**config.mk**
```make
export PLATFORM = sky130hd
export DESIGN_NAME = uart_rxq
export DESIGN_NICKNAME = d
export VERILOG_FILES = /design/src/rtl/uart_rxq.sv
export SDC_FILE = /design/constraint.sdc
export NUM_CORES = 1
export LEC_CHECK = 0
export ABC_AREA = 1
export BUFFER_PORTS_ARGS = -buffer_cell sky130_fd_sc_hd__buf_2
export CAP_MARGIN = 25
export CORE_MARGIN = 2
export CORE_UTILIZATION = 35
export DETAILED_ROUTE_END_ITERATION = 16
export HOLD_SLACK_MARGIN = 0.1
export PLACE_DENSITY = 0.56
export SYNTH_ARGS = -nofsm -noshare
export SYNTH_HDL_FRONTEND = slang
export SYNTH_SLANG_ARGS = --single-unit
```
**constraint.sdc**
```tcl
create_clock -name clk -period 3.7 [get_ports clk]
set_input_delay 0.555 -clock clk [delete_from_list [all_inputs] [get_ports clk]]
set_output_delay 0.555 -clock clk [all_outputs]
set_load 0.03 [all_outputs]
```
**src/rtl/uart_rxq.sv**
```systemverilog
// Receive byte queue between a UART receiver and a bus: circular buffer with a
// separate level counter, sticky overflow flag and a level-threshold interrupt.
module uart_rxq #(
    parameter int DEPTH  = 16,
    parameter int THRESH = 8
) (
    input  logic                     clk,
    input  logic                     rst,
    input  logic [7:0]               in_data,
    input  logic                     in_valid,
    input  logic                     rd_en,
    input  logic                     ovf_clr,
    output logic [31:0]              out_data,
    output logic                     empty,
    output logic                     full,
    output logic [$clog2(DEPTH):0]   level,
    output logic                     overflow,
    output logic                     irq
);

    localparam int AW = $clog2(DEPTH);
    localparam logic [AW:0] DEPTH_L  = (AW + 1)'(DEPTH);
    localparam logic [AW:0] THRESH_L = (AW + 1)'(THRESH);

    logic [7:0]    mem [DEPTH];
    logic [AW-1:0] wp;
    logic [AW-1:0] rp;
    logic          do_push;
    logic          do_pop;
    logic          drop;

    // Handshake: neither side can be stalled. in_valid is a one-cycle strobe
    // that is always consumed (stored, or dropped when full with no pop);
    // each rd_en cycle pops the head if one exists, otherwise it is ignored.
    // A pop at full frees the slot the simultaneous push needs.
    always_comb begin
        do_pop  = rd_en && !empty;
        do_push = in_valid && (!full || do_pop);
        drop    = in_valid && !do_push;
    end

    always_ff @(posedge clk) begin
        if (do_push) begin
            mem[wp] <= in_data;
        end
    end

    always_ff @(posedge clk or posedge rst) begin
        if (rst) begin
            wp       <= '0;
            rp       <= '0;
            level    <= '0;
            overflow <= 1'b0;
        end else begin
            if (do_push) begin
                wp <= wp + 1'b1;
            end
            if (do_pop) begin
                rp <= rp + 1'b1;
            end
            case ({do_push, do_pop})
                2'b10:   level <= level + 1'b1;
                2'b01:   level <= level - 1'b1;
                default: level <= level;
            endcase
            // A drop in the same cycle as a clear leaves the flag set.
            if (drop) begin
                overflow <= 1'b1;
            end else if (ovf_clr) begin
                overflow <= 1'b0;
            end
        end
    end

    always_comb begin
        empty    = (level == '0);
        full     = (level == DEPTH_L);
        irq      = (level >= THRESH_L);
        out_data = empty ? 32'hFFFF_FFFF : {24'h0, mem[rp]};
    end

endmodule
```
==> results.ini <==
[power_and_ir_drop]
p_comb_share_pct=35.2
vdd_drop_max_uv=403
switching_share_pct=37.6
seq_power_share_pct=33.7
power.internal_mw=3.89
p_leak_nw=2.63
p_sw_mw=2.34
clkPwrFrac_pct=31.2
power.density_nw_per_um2=869
total_power_mw=6.23

[synth]
synth_top_family_by_area=simple AND/OR/NAND/NOR gates
syn_inst=514
synth-seq-cells=142
syn_nets=536
ys_types=29
yosysWarnings=0
yosysSeqAreaShare_pct=67.6
syn-cell-area_um2=6210
synth_fa_ha_area_share_pct=1.94
avgSynthCellArea_um2=12.1
yosys.area_share.simple_pct=13.8
synth_xor_area_share_pct=1.39
yosys-mux-area-fraction_pct=0
synth_compound_area_share_pct=9.03

[worst_setup_path]
required_ns=3.14
critical_path.endpoint_type=primary output
r2r_start=level[1]
r2r_cells=13
arrival_ns=2.35
cp_max_fo=66
worstSetupStartpointType=flop
reg2reg_to=level[4]
reg2reg_slack_ns=1.44
crit_type=flop to primary output

[drt]
drtAntennaViolNets=0
vias=3930
drt-total-wl_mm=14.0
viasPerCell=5.02
drc=0
drtIter0Drc=375
firstDrtPassIters=4
routedWlPerCell_um=17.9

[global_routing]
grt_max_degree=67
overflow=0
antenna_found_initial=0
grt_usage_pct=16.0
grt_pass1_vias=3745
grt_pass1_wl_mm=21.6

[floorplan]
die_area_um2=18800
io_pins=54
die_h_um=137
fp.dieW_um=137
fp-row-count=48
initial_core_util_pct=35.9
core_um2=17300

[finish]
diodes=0
fin_nets=567
syn2layout_area_growth_pct=15.5
drive_gt1_share_pct=19.0
finalInstanceArea_um2=7170
fillers=1616

[cts]
cts_root_buf=clkbuf_16
clock_path_buffers=2
cts_sinks=142
cts_tree=yes
cts_buffers=17
cts_hold_buf=0
post_cts_buffers=0
clock_latency_ns=0.42
cts_resized=0
cts.reportedPaths.clkPinSlew_ns=0.06
htreeDepth=4

[sta]
fmax_mhz=344
slew_viol_final=0
fin_crit_sh_pct=78.5
relSlewSlack_pct=35.4
fin_tns_setup_ns=0
hold_viol=0
rsz0062_at_grt=false
worst_slew_pin_slew_ns=0.965
holdWs_ns=0.176
setup_viol=0
period_minus_slack_ns=2.90
setup_ws_ns=0.796
fin_skew_ns=0.00712

[outcome]
status=finished clean

[placed_design]
dp_slack_ns=1.23
dpl_cell_area_um2=6490
dp_hpwl_mm=8.87
portBuffers=53
gp_congestion=0.814

[job]
maxCapViolations=0

[min_path]
hold_class=input port to async pin

-- cell type report --
type | count | area (um^2) | area share [%]
inverter | 21 | 83.8 | 1.17
multi-input combinational | 303 | 1620 | 22.6
clock buffer | 21 | 460 | 6.42
timing repair buffer | 60 | 318 | 4.43
tap | 225 | 282 | 3.93
sequential | 142 | 4200 | 58.5
clock inverter | 11 | 211 | 2.95
-- state kept, by name, indices dropped and copies added, names as in the netlist --
register	cells
wp	4
rp	4
overflow	1
level	5
mem	128
-- worst max path at each step --
| stage | from | to | slack [ns] |
|---|---|---|---|
| final | rp[0] | out_data[6] | 0.80 |
| after global routing | rp[0] | out_data[6] | 0.65 |
| after detailed placement | rp[0] | out_data[1] | 1.23 |
| after CTS | rp[1] | out_data[7] | 0.78 |
| after floorplan | level[0] | out_data[10] | 1.38 |
| after global placement | rp[0] | out_data[1] | 1.24 |
-- through the flow --
step	util, %	cells
6_report	41.5	783
3_3_place_gp	37.5	750
2_1_floorplan	-	514
4_1_cts	41.4	782
5_1_grt	41.5	783
3_5_place_dp	37.5	750
-- routing by layer --
| metal | vias up | global-route usage (%) | routed length [um] |
|---|---|---|---|
| met2 | 138 | 24.6 | 6670 |
| li1 | 1859 | - | - |
| met4 | 0 | 6.59 | 223 |
| met1 | 1911 | 21.8 | 6270 |
| met5 | - | 0 | 0 |
| met3 | 22 | 3.93 | 856 |
-- cell families (layout without fill, tap and decap cells) --
kind of cell               count (synthesis)  count (layout)
AOI/OAI and AO/OA                         97              97
adders and majority gates                  9               9
and+or+nand+nor                          188             188
buffers and inverters                     69             113
xor gates and xnor gates                   9               9
DFF                                      142             142
-- cell usage in the layout, fill, tap and decap left out, types with 2 or more instances in the layout --
cell / netlist / final
clkinv_2: 0 / 3
buf_4: 30 / 7
edfxtp_1: 128 / 128
inv_2: 3 / 3
nor2_4: 2 / 2
buf_2: 12 / 53
o21ai_1: 4 / 4
dfrtp_1: 14 / 13
bufinv_16: 0 / 6
nand3_1: 37 / 37
nor2_1: 123 / 123
clkbuf_8: 0 / 2
o21ai_0: 63 / 63
ha_1: 8 / 8
nand3_4: 3 / 3
o211ai_1: 24 / 24
clkbuf_1: 5 / 2
xor2_1: 8 / 8
a21oi_1: 4 / 4
nand2_4: 3 / 3
nand2_1: 17 / 17
inv_1: 14 / 14
clkbuf_16: 0 / 17
clkinv_1: 3 / 3
-- power groups by stage --
stage / clock network [mW] / logic, mW / registers (mW)
after floorplan: 0 / 1.59 / 2.15
after global placement: 0 / 2.16 / 2.12
after detailed placement: 0 / 2.19 / 2.13
after CTS: 1.96 / 2.20 / 2.10
after global routing: 2.02 / 2.42 / 2.12
final: 1.94 / 2.19 / 2.10
-- worst max-delay path, stage by stage, from the launching register on --
cell and delay (ns):
dfrtp_2 0.36, buf_4 0.55, o21ai_0 0.20, o211ai_1 0.23, nand3_1 0.20, nand3_1 0.12, buf_2 0.21
-- Yosys cell counts (all sizes together) --
cell	number	share of area, %
fa	1	0.32
inv	18	1.2
xor2	9	1.4
nand2	21	1.9
clkbuf	5	0.30
a21oi	4	0.32
dfrtp	14	5.6
nand3b	1	0.12
nand3	40	3.8
o211ai	24	2.9
ha	8	1.6
nand4	1	0.10
o32ai	1	0.14
o21ai	68	5.7
edfxtp	128	62
clkinv	3	0.18
buf	43	4.7
nor2	125	7.8
(Power assumes the default switching activity.)
